`config.mk`:
```
export PLATFORM = sky130hd
export DESIGN_NAME = recon_capture_sched
export DESIGN_NICKNAME = d
export VERILOG_FILES = /design/src/rtl/recon_capture_sched.sv
export SDC_FILE = /design/constraint.sdc
export NUM_CORES = 1
export LEC_CHECK = 0
export CAP_MARGIN = 20
export CORE_UTILIZATION = 50
export DETAILED_ROUTE_END_ITERATION = 12
export GPL_TIMING_DRIVEN = 0
export PLACE_DENSITY = 0.68
export SKIP_LAST_GASP = 1
export SYNTH_ARGS = -nofsm -noshare
export SYNTH_HDL_FRONTEND = slang
export SYNTH_SLANG_ARGS = --single-unit
```
`constraint.sdc`:
```
create_clock -name s_axis_clk -period 6.7 [get_ports s_axis_clk]
set_input_delay 1.34 -clock s_axis_clk [delete_from_list [all_inputs] [get_ports s_axis_clk]]
set_output_delay 1.34 -clock s_axis_clk [all_outputs]
set_load 0.01 [all_outputs]
```
`src/rtl/recon_capture_sched.sv`:
```
// recon_capture_sched: serialising scheduler that allocates DDR regions per
// bitstream id, offers capture base addresses and issues DMA load commands.
module recon_capture_sched #(
  parameter int unsigned     ADDR_WIDTH   = 34,
  parameter int unsigned     ID_WIDTH     = 4,
  parameter longint unsigned REGION_BYTES = 64'h1_0000_0000,
  parameter int unsigned     ALIGN_LOG2   = 12
) (
  input  logic                  s_axis_clk,
  input  logic                  rst,
  input  logic                  req_valid,
  output logic                  req_ready,
  input  logic [1:0]            req_func,
  input  logic [7:0]            req_id,
  input  logic [31:0]           req_size,
  input  logic                  req_size_valid,
  output logic                  cap_addr_valid,
  output logic [ADDR_WIDTH-1:0] cap_addr,
  input  logic                  cap_ack,
  input  logic                  cap_done,
  input  logic [31:0]           cap_bytes,
  output logic                  dma_cmd_valid,
  input  logic                  dma_cmd_ready,
  output logic [ADDR_WIDTH-1:0] dma_cmd_addr,
  output logic [31:0]           dma_cmd_len,
  output logic [7:0]            dma_cmd_id,
  input  logic                  dma_done,
  output logic                  status_err,
  output logic [2:0]            status_code,
  output logic                  busy,
  output logic [ADDR_WIDTH-1:0] free_ptr
);

  localparam int unsigned NUM_IDS = 2 ** ID_WIDTH;
  localparam int unsigned SUM_W   = ADDR_WIDTH + 1;
  localparam logic [32:0]      ALIGN_MASK = 33'((64'd1 << ALIGN_LOG2) - 64'd1);
  localparam logic [SUM_W-1:0] REGION_LIM = SUM_W'(REGION_BYTES);

  localparam logic [2:0] S_IDLE     = 3'd0;
  localparam logic [2:0] S_CHECK    = 3'd1;
  localparam logic [2:0] S_CAP_ADDR = 3'd2;
  localparam logic [2:0] S_CAP_WAIT = 3'd3;
  localparam logic [2:0] S_DMA_CMD  = 3'd4;
  localparam logic [2:0] S_DMA_WAIT = 3'd5;

  logic [2:0]            state, state_n;
  logic [1:0]            l_func;
  logic [7:0]            l_id;
  logic [31:0]           l_size;
  logic                  l_size_valid;
  logic [ADDR_WIDTH-1:0] l_base;

  logic [NUM_IDS-1:0]    tbl_valid;
  logic [ADDR_WIDTH-1:0] tbl_base [NUM_IDS];
  logic [31:0]           tbl_size [NUM_IDS];

  logic [ID_WIDTH-1:0]   idx;
  logic                  id_oob;
  logic                  reuse;
  logic [32:0]           rsz;
  logic [SUM_W-1:0]      sum;
  logic [ADDR_WIDTH-1:0] alloc_base;

  logic       acc, clr_all, inval, alloc, bump, commit, load_go, err;
  logic [2:0] err_code;

  // Request-derived helpers: table index, range check, rounded size, new pointer.
  always_comb begin
    idx        = l_id[ID_WIDTH-1:0];
    id_oob     = 32'(l_id) >= NUM_IDS;
    reuse      = tbl_valid[idx] && (tbl_size[idx] >= l_size);
    rsz        = (33'(l_size) + ALIGN_MASK) & ~ALIGN_MASK;
    sum        = SUM_W'(free_ptr) + SUM_W'(rsz);
    alloc_base = reuse ? tbl_base[idx] : free_ptr;
  end

  // State register.
  always_ff @(posedge s_axis_clk) begin
    if (rst) state <= S_IDLE;
    else     state <= state_n;
  end

  // Next-state and action decode.
  always_comb begin
    state_n  = state;
    acc      = 1'b0;
    clr_all  = 1'b0;
    inval    = 1'b0;
    alloc    = 1'b0;
    bump     = 1'b0;
    commit   = 1'b0;
    load_go  = 1'b0;
    err      = 1'b0;
    err_code = 3'd0;
    case (state)
      S_IDLE: begin
        if (req_valid && req_ready) begin
          acc     = 1'b1;
          state_n = S_CHECK;
        end
      end
      S_CHECK: begin
        state_n = S_IDLE;
        if (l_func == 2'b11) begin
          err = 1'b1; err_code = 3'd3;
        end else if (l_func == 2'b10) begin
          if (l_id == 8'hFF) clr_all = 1'b1;
          else if (id_oob) begin err = 1'b1; err_code = 3'd1; end
          else inval = 1'b1;
        end else if (id_oob) begin
          err = 1'b1; err_code = 3'd1;
        end else if (l_func == 2'b00) begin
          if (!l_size_valid || l_size == 32'd0) begin
            err = 1'b1; err_code = 3'd2;
          end else if (reuse) begin
            alloc = 1'b1; state_n = S_CAP_ADDR;
          end else if (sum > REGION_LIM) begin
            err = 1'b1; err_code = 3'd4;
          end else begin
            alloc = 1'b1; bump = 1'b1; state_n = S_CAP_ADDR;
          end
        end else begin
          if (!tbl_valid[idx]) begin err = 1'b1; err_code = 3'd6; end
          else begin load_go = 1'b1; state_n = S_DMA_CMD; end
        end
      end
      S_CAP_ADDR: begin
        if (cap_ack) begin
          if (cap_done) begin
            state_n = S_IDLE;
            if (cap_bytes == l_size) commit = 1'b1;
            else begin err = 1'b1; err_code = 3'd5; end
          end else begin
            state_n = S_CAP_WAIT;
          end
        end
      end
      S_CAP_WAIT: begin
        if (cap_done) begin
          state_n = S_IDLE;
          if (cap_bytes == l_size) commit = 1'b1;
          else begin err = 1'b1; err_code = 3'd5; end
        end
      end
      S_DMA_CMD:  if (dma_cmd_ready) state_n = S_DMA_WAIT;
      S_DMA_WAIT: if (dma_done) state_n = S_IDLE;
      default:    state_n = S_IDLE;
    endcase
  end

  // Request latch, bitstream table, allocation pointer and registered outputs.
  always_ff @(posedge s_axis_clk) begin
    if (rst) begin
      l_func         <= 2'd0;
      l_id           <= 8'd0;
      l_size         <= 32'd0;
      l_size_valid   <= 1'b0;
      l_base         <= '0;
      tbl_valid      <= '0;
      free_ptr       <= '0;
      req_ready      <= 1'b0;
      busy           <= 1'b0;
      cap_addr_valid <= 1'b0;
      cap_addr       <= '0;
      dma_cmd_valid  <= 1'b0;
      dma_cmd_addr   <= '0;
      dma_cmd_len    <= 32'd0;
      dma_cmd_id     <= 8'd0;
      status_err     <= 1'b0;
      status_code    <= 3'd0;
    end else begin
      if (acc) begin
        l_func       <= req_func;
        l_id         <= req_id;
        l_size       <= req_size;
        l_size_valid <= req_size_valid;
      end
      if (alloc) begin
        l_base         <= alloc_base;
        cap_addr       <= alloc_base;
        tbl_valid[idx] <= 1'b0;
      end
      if (bump) free_ptr <= ADDR_WIDTH'(sum);
      if (clr_all) begin
        tbl_valid <= '0;
        free_ptr  <= '0;
      end
      if (inval) tbl_valid[idx] <= 1'b0;
      if (commit) begin
        tbl_valid[idx] <= 1'b1;
        tbl_base[idx]  <= l_base;
        tbl_size[idx]  <= l_size;
      end
      if (load_go) begin
        dma_cmd_addr <= tbl_base[idx];
        dma_cmd_len  <= tbl_size[idx];
        dma_cmd_id   <= l_id;
      end
      status_err <= err;
      if (err) status_code <= err_code;
      req_ready      <= (state_n == S_IDLE);
      busy           <= (state_n != S_IDLE);
      cap_addr_valid <= (state_n == S_CAP_ADDR);
      dma_cmd_valid  <= (state_n == S_DMA_CMD);
    end
  end

endmodule

```
==> flow_summary.yaml, run 1 <==
outcome:
  status: "complete, no violations"
global_routing:
  grt_start_max_net_pins: 24
  grt_antenna_before_repair: 4
  via_count_of_the_first_global_routing_pass: 28990
  grt_residual_overflow: 0
  grt_first_pass_wirelength_um: 202900
  gr-usage-all-layers_pct: 28.24
cts:
  clkSinkCount: 1260
  cts_root_buf: "sky130_fd_sc_hd__clkbuf_16"
  cts.reportedPaths.clkPinSlew_ns: 0.06
  tritoncts: "built"
  postCtsHoldBufs: 0
  worstSkewPairLatency_ns: 0.75
  clock_path_buffers: 3
  h-tree-depth: 4
  tritoncts.num_buffers: 132
layout:
  num-fill-cells: 7032
  multi_input_comb_area_um2: 13760
  finalCoreUtilization_pct: 60.77
  layout.area.seq_um2: 35850
  final_layout_size_suffix_gt1_share_pct: 22.34
  fin_nets: 3354
  syn2layout_area_growth_pct: 19.73
  insertedDiodeCount: 0
worst_hold_path:
  hold-path-cell-count: 2
  hold_path_startpoint: "dma_cmd_addr[15]$_SDFFE_PP0P_"
  hold_crit_class: "register to register"
  hold-path-endpoint: "dma_cmd_addr[15]$_SDFFE_PP0P_"
floorplanning:
  chipWidth_um: 319.0
  dieArea_um2: 101800
  row_count: 115
  floorplan.initialDensity_pct: 50.76
  placeableCoreArea_um2: 98990
  die_height_um: 319.0
  io_pins: 232
detailed_routing:
  antenna_violating_nets_post_route: 0
  first_iter_violations: 3523
  total_vias_in_the_final_route: 28930
  detail_route.wl_per_cell_um: 30.97
  drc: 0
  via_per_inst: 6.277
  firstDrtPassIters: 5
  finalWirelength_um: 142800
power:
  leakage_nw: 18.73
  totalPowerFinal_mw: 16.42
  ir_worst_vdd_uv: 243.8
  areal_power_density_over_the_cells_nw_per_um2: 272.9
setup_path:
  worst-path-max-fanout: 12
  rr_worst_depth: 18
  worst_setup_path_start_kind: "register"
  setup.reg_to_reg.worst_slack_ns: 0.23
  critical_path_arrival_ns: 7.13
  timing.critical_path.to_type: "register"
  r2r_end: "l_base[7]$_SDFFE_PP0N_"
  worstPathRequired_ns: 7.37
  timing.setup.critical_path_class: "register to register"
sta:
  max_slew.worst_pin.slew_ns: 1.199
  hold_slack_ns: 0.4551
  drv_slew: 0
  final_period_minus_worst_setup_slack_ns: 6.465
  hold_fails_final_rpt: 0
  setup_viol_count_final: 0
  maxClockFrequency_ghz: 0.1547
  fin_skew_ns: 0.03133
  final_min_period_over_clock_period_pct: 96.50
  worst_max_slew_margin_expressed_relative_to_the_limit_pct: 19.31
  rsz_0062_raised_after_global_routing: "no"
synthesis:
  async_reset_ff_share_pct: 0
  synth_cell_type_count: 69
  post_synth_instance_area_um2: 50250
  synth_largest_area_cell: "sky130_fd_sc_hd__edfxtp_1"
  synth_compound_area_share_pct: 3.805
  synth_simple_gate_area_share_pct: 4.435
  synth_adder_area_share_pct: 1.360
  synth_area_per_cell_um2: 18.09
  yosys-top-cells-count: "1,056 x sky130_fd_sc_hd__edfxtp_1, 335 x sky130_fd_sc_hd__mux4_2, 275 x sky130_fd_sc_hd__nand2_1"
  synth.most_common_cell: "sky130_fd_sc_hd__edfxtp_1"
  synth.area.mux_share_pct: 16.25
  synth.yosys.warnings: 0
  synthesis.instances: 2778
  synth.top_cells.by_area: "sky130_fd_sc_hd__edfxtp_1 63%, sky130_fd_sc_hd__mux4_2 15%, sky130_fd_sc_hd__dfxtp_1 8.1%"
  synth_top_family_by_area: "multiplexers"
  synth_top_area_share_pct: 63.11
  xor_xnor_cell_area_share_of_the_yosys_netlist_pct: 1.133
  synth.ff_latch_count: 1260
  synth_flop_cell: "sky130_fd_sc_hd__edfxtp_1"
  synth-edff-count: 1056
  synth.yosys.seq_area_share_pct: 71.24
placement:
  finalWeightedCongestion: 0.9109
  dp.final_hpwl_um: 96550
  place.port_buffers: 219
run:
  maxCapViolCount: 0
## flip-flops by register name, summed over array words and instances (netlist names), 2 cells and up, named ones only
signal / flops
dma_cmd_id: 8
dma_cmd_len: 32
l_size: 32
free_ptr: 22
l_id: 8
tbl_base: 544
status_code: 3
tbl_valid: 16
tbl_size: 512
dma_cmd_addr: 34
l_func: 2
state: 3
l_base: 34
## stage by stage
step           setup slack, ns  instance area (µm²)   TNS, ns  instances
6_report                0.2345                60160         0       4609
3_3_place_gp            -4.417                54090  -4380.23       4295
3_5_place_dp           -0.6132                55670    -33.94       4363
2_1_floorplan           0.8463                50290         0       2789
4_1_cts                0.01219                59960         0       4601
5_1_grt                0.02803                60160         0       4609
## timing repair
item                                    in CTS  in global routing
endpoints found under the setup margin      79                 79
setup buffers                                1                  1
gates resized for setup                     26                 34
pin swaps                                    1                  0
## power breakdown
group | switching, mW | leakage [nW] | internal (mW) | total, mW
clock network | 2.97 | 2.09 | 4.22 | 7.19
registers | 0.0695 | 11.0 | 8.43 | 8.50
logic | 0.400 | 5.65 | 0.325 | 0.725
total | 3.44 | 18.7 | 13.0 | 16.4
## per-layer routing
metal  GRT usage (%)  vias up  part of all wire [%]
met1           39.13    15070                    39
met5               0        -                     0
li1                -    11920                     -
met3           6.611      246                    11
met2           44.42     1692                    47
met4           9.338        0                   3.2
## cells in the final DEF, fill, tap and decap left out, types with 18 or more instances in the layout
| cell type | n |
|---|---|
| sky130_fd_sc_hd__a21oi_1 | 155 |
| sky130_fd_sc_hd__buf_1 | 22 |
| sky130_fd_sc_hd__buf_12 | 34 |
| sky130_fd_sc_hd__buf_16 | 21 |
| sky130_fd_sc_hd__buf_4 | 18 |
| sky130_fd_sc_hd__buf_8 | 20 |
| sky130_fd_sc_hd__clkbuf_1 | 126 |
| sky130_fd_sc_hd__clkbuf_16 | 138 |
| sky130_fd_sc_hd__clkdlybuf4s50_1 | 219 |
| sky130_fd_sc_hd__clkinv_1 | 19 |
| sky130_fd_sc_hd__clkinv_2 | 23 |
| sky130_fd_sc_hd__dfxtp_1 | 189 |
| sky130_fd_sc_hd__edfxtp_1 | 1056 |
| sky130_fd_sc_hd__ha_1 | 53 |
| sky130_fd_sc_hd__inv_1 | 43 |
| sky130_fd_sc_hd__mux2_2 | 22 |
| sky130_fd_sc_hd__mux2i_1 | 37 |
| sky130_fd_sc_hd__mux4_2 | 335 |
| sky130_fd_sc_hd__nand2_1 | 275 |
| sky130_fd_sc_hd__nand4_1 | 18 |
| sky130_fd_sc_hd__nor2_1 | 84 |
| sky130_fd_sc_hd__o21ai_0 | 26 |
| sky130_fd_sc_hd__xnor2_1 | 53 |
## kinds of logic (layout without fill, tap and decap cells)
logic type      after synthesis  after routing
mux                         394            394
simple gates                497            497
xor+xnor                     65             65
fa+ha+maj                    54             54
flops                      1260           1260
other cells                   1             12
buf+inv                     210            743
compound gates              297            297
## layout make-up
class                   instances  share of cell area, %
inverters                      43                 0.2683
multi-input cells            1319                  22.87
flip-flops and latches       1260                  59.58
repair buffers                298                  6.304
clock inverters                59                 0.8818
plain buffers                 164                  1.267
clock buffers                 179                  6.152
well taps                    1287                  2.677
## how the worst max path moves through the flow
stage                           startpoint                         to  cells past startpoint
floorplan                    cap_bytes[31]  tbl_base[12][0]$_DFFE_PP_                      7
global placement              cap_bytes[9]  tbl_base[8][24]$_DFFE_PP_                      8
detailed placement                register    l_base[16]$_SDFFE_PP0N_                     17
CTS                 l_size[3]$_SDFFE_PP0P_    l_base[30]$_SDFFE_PP0N_                     24
global route        l_size[3]$_SDFFE_PP0P_    l_base[28]$_SDFFE_PP0N_                     23
finish                            register     l_base[7]$_SDFFE_PP0N_                     18
## critical path: stages (launching register included)
cell and delay (ns):
sky130_fd_sc_hd__dfxtp_1 0.72, sky130_fd_sc_hd__clkdlybuf4s15_2 0.65, sky130_fd_sc_hd__clkbuf_2 0.43, sky130_fd_sc_hd__mux4_2 0.37
sky130_fd_sc_hd__mux4_2 0.59, sky130_fd_sc_hd__inv_1 0.10, sky130_fd_sc_hd__ha_1 0.22, sky130_fd_sc_hd__nand2b_1 0.15
sky130_fd_sc_hd__a21o_1 0.18, sky130_fd_sc_hd__a211o_1 0.30, sky130_fd_sc_hd__a21oi_1 0.41, sky130_fd_sc_hd__o21ai_0 0.26
sky130_fd_sc_hd__o311ai_4 0.65, sky130_fd_sc_hd__nand3_4 0.19, sky130_fd_sc_hd__o211ai_4 0.41, sky130_fd_sc_hd__buf_6 0.24
sky130_fd_sc_hd__buf_4 0.25, sky130_fd_sc_hd__a22oi_1 0.12, sky130_fd_sc_hd__nor2_1 0.13
No activity file was read; power rests on OpenSTA's default activity.
==> inputs of run 2 (changes only) <==
SKIP_LAST_GASP = not set   (was 1)
==> results of run 2 <==
No change in the layout: final DEF, timing and power equal those of run 1.
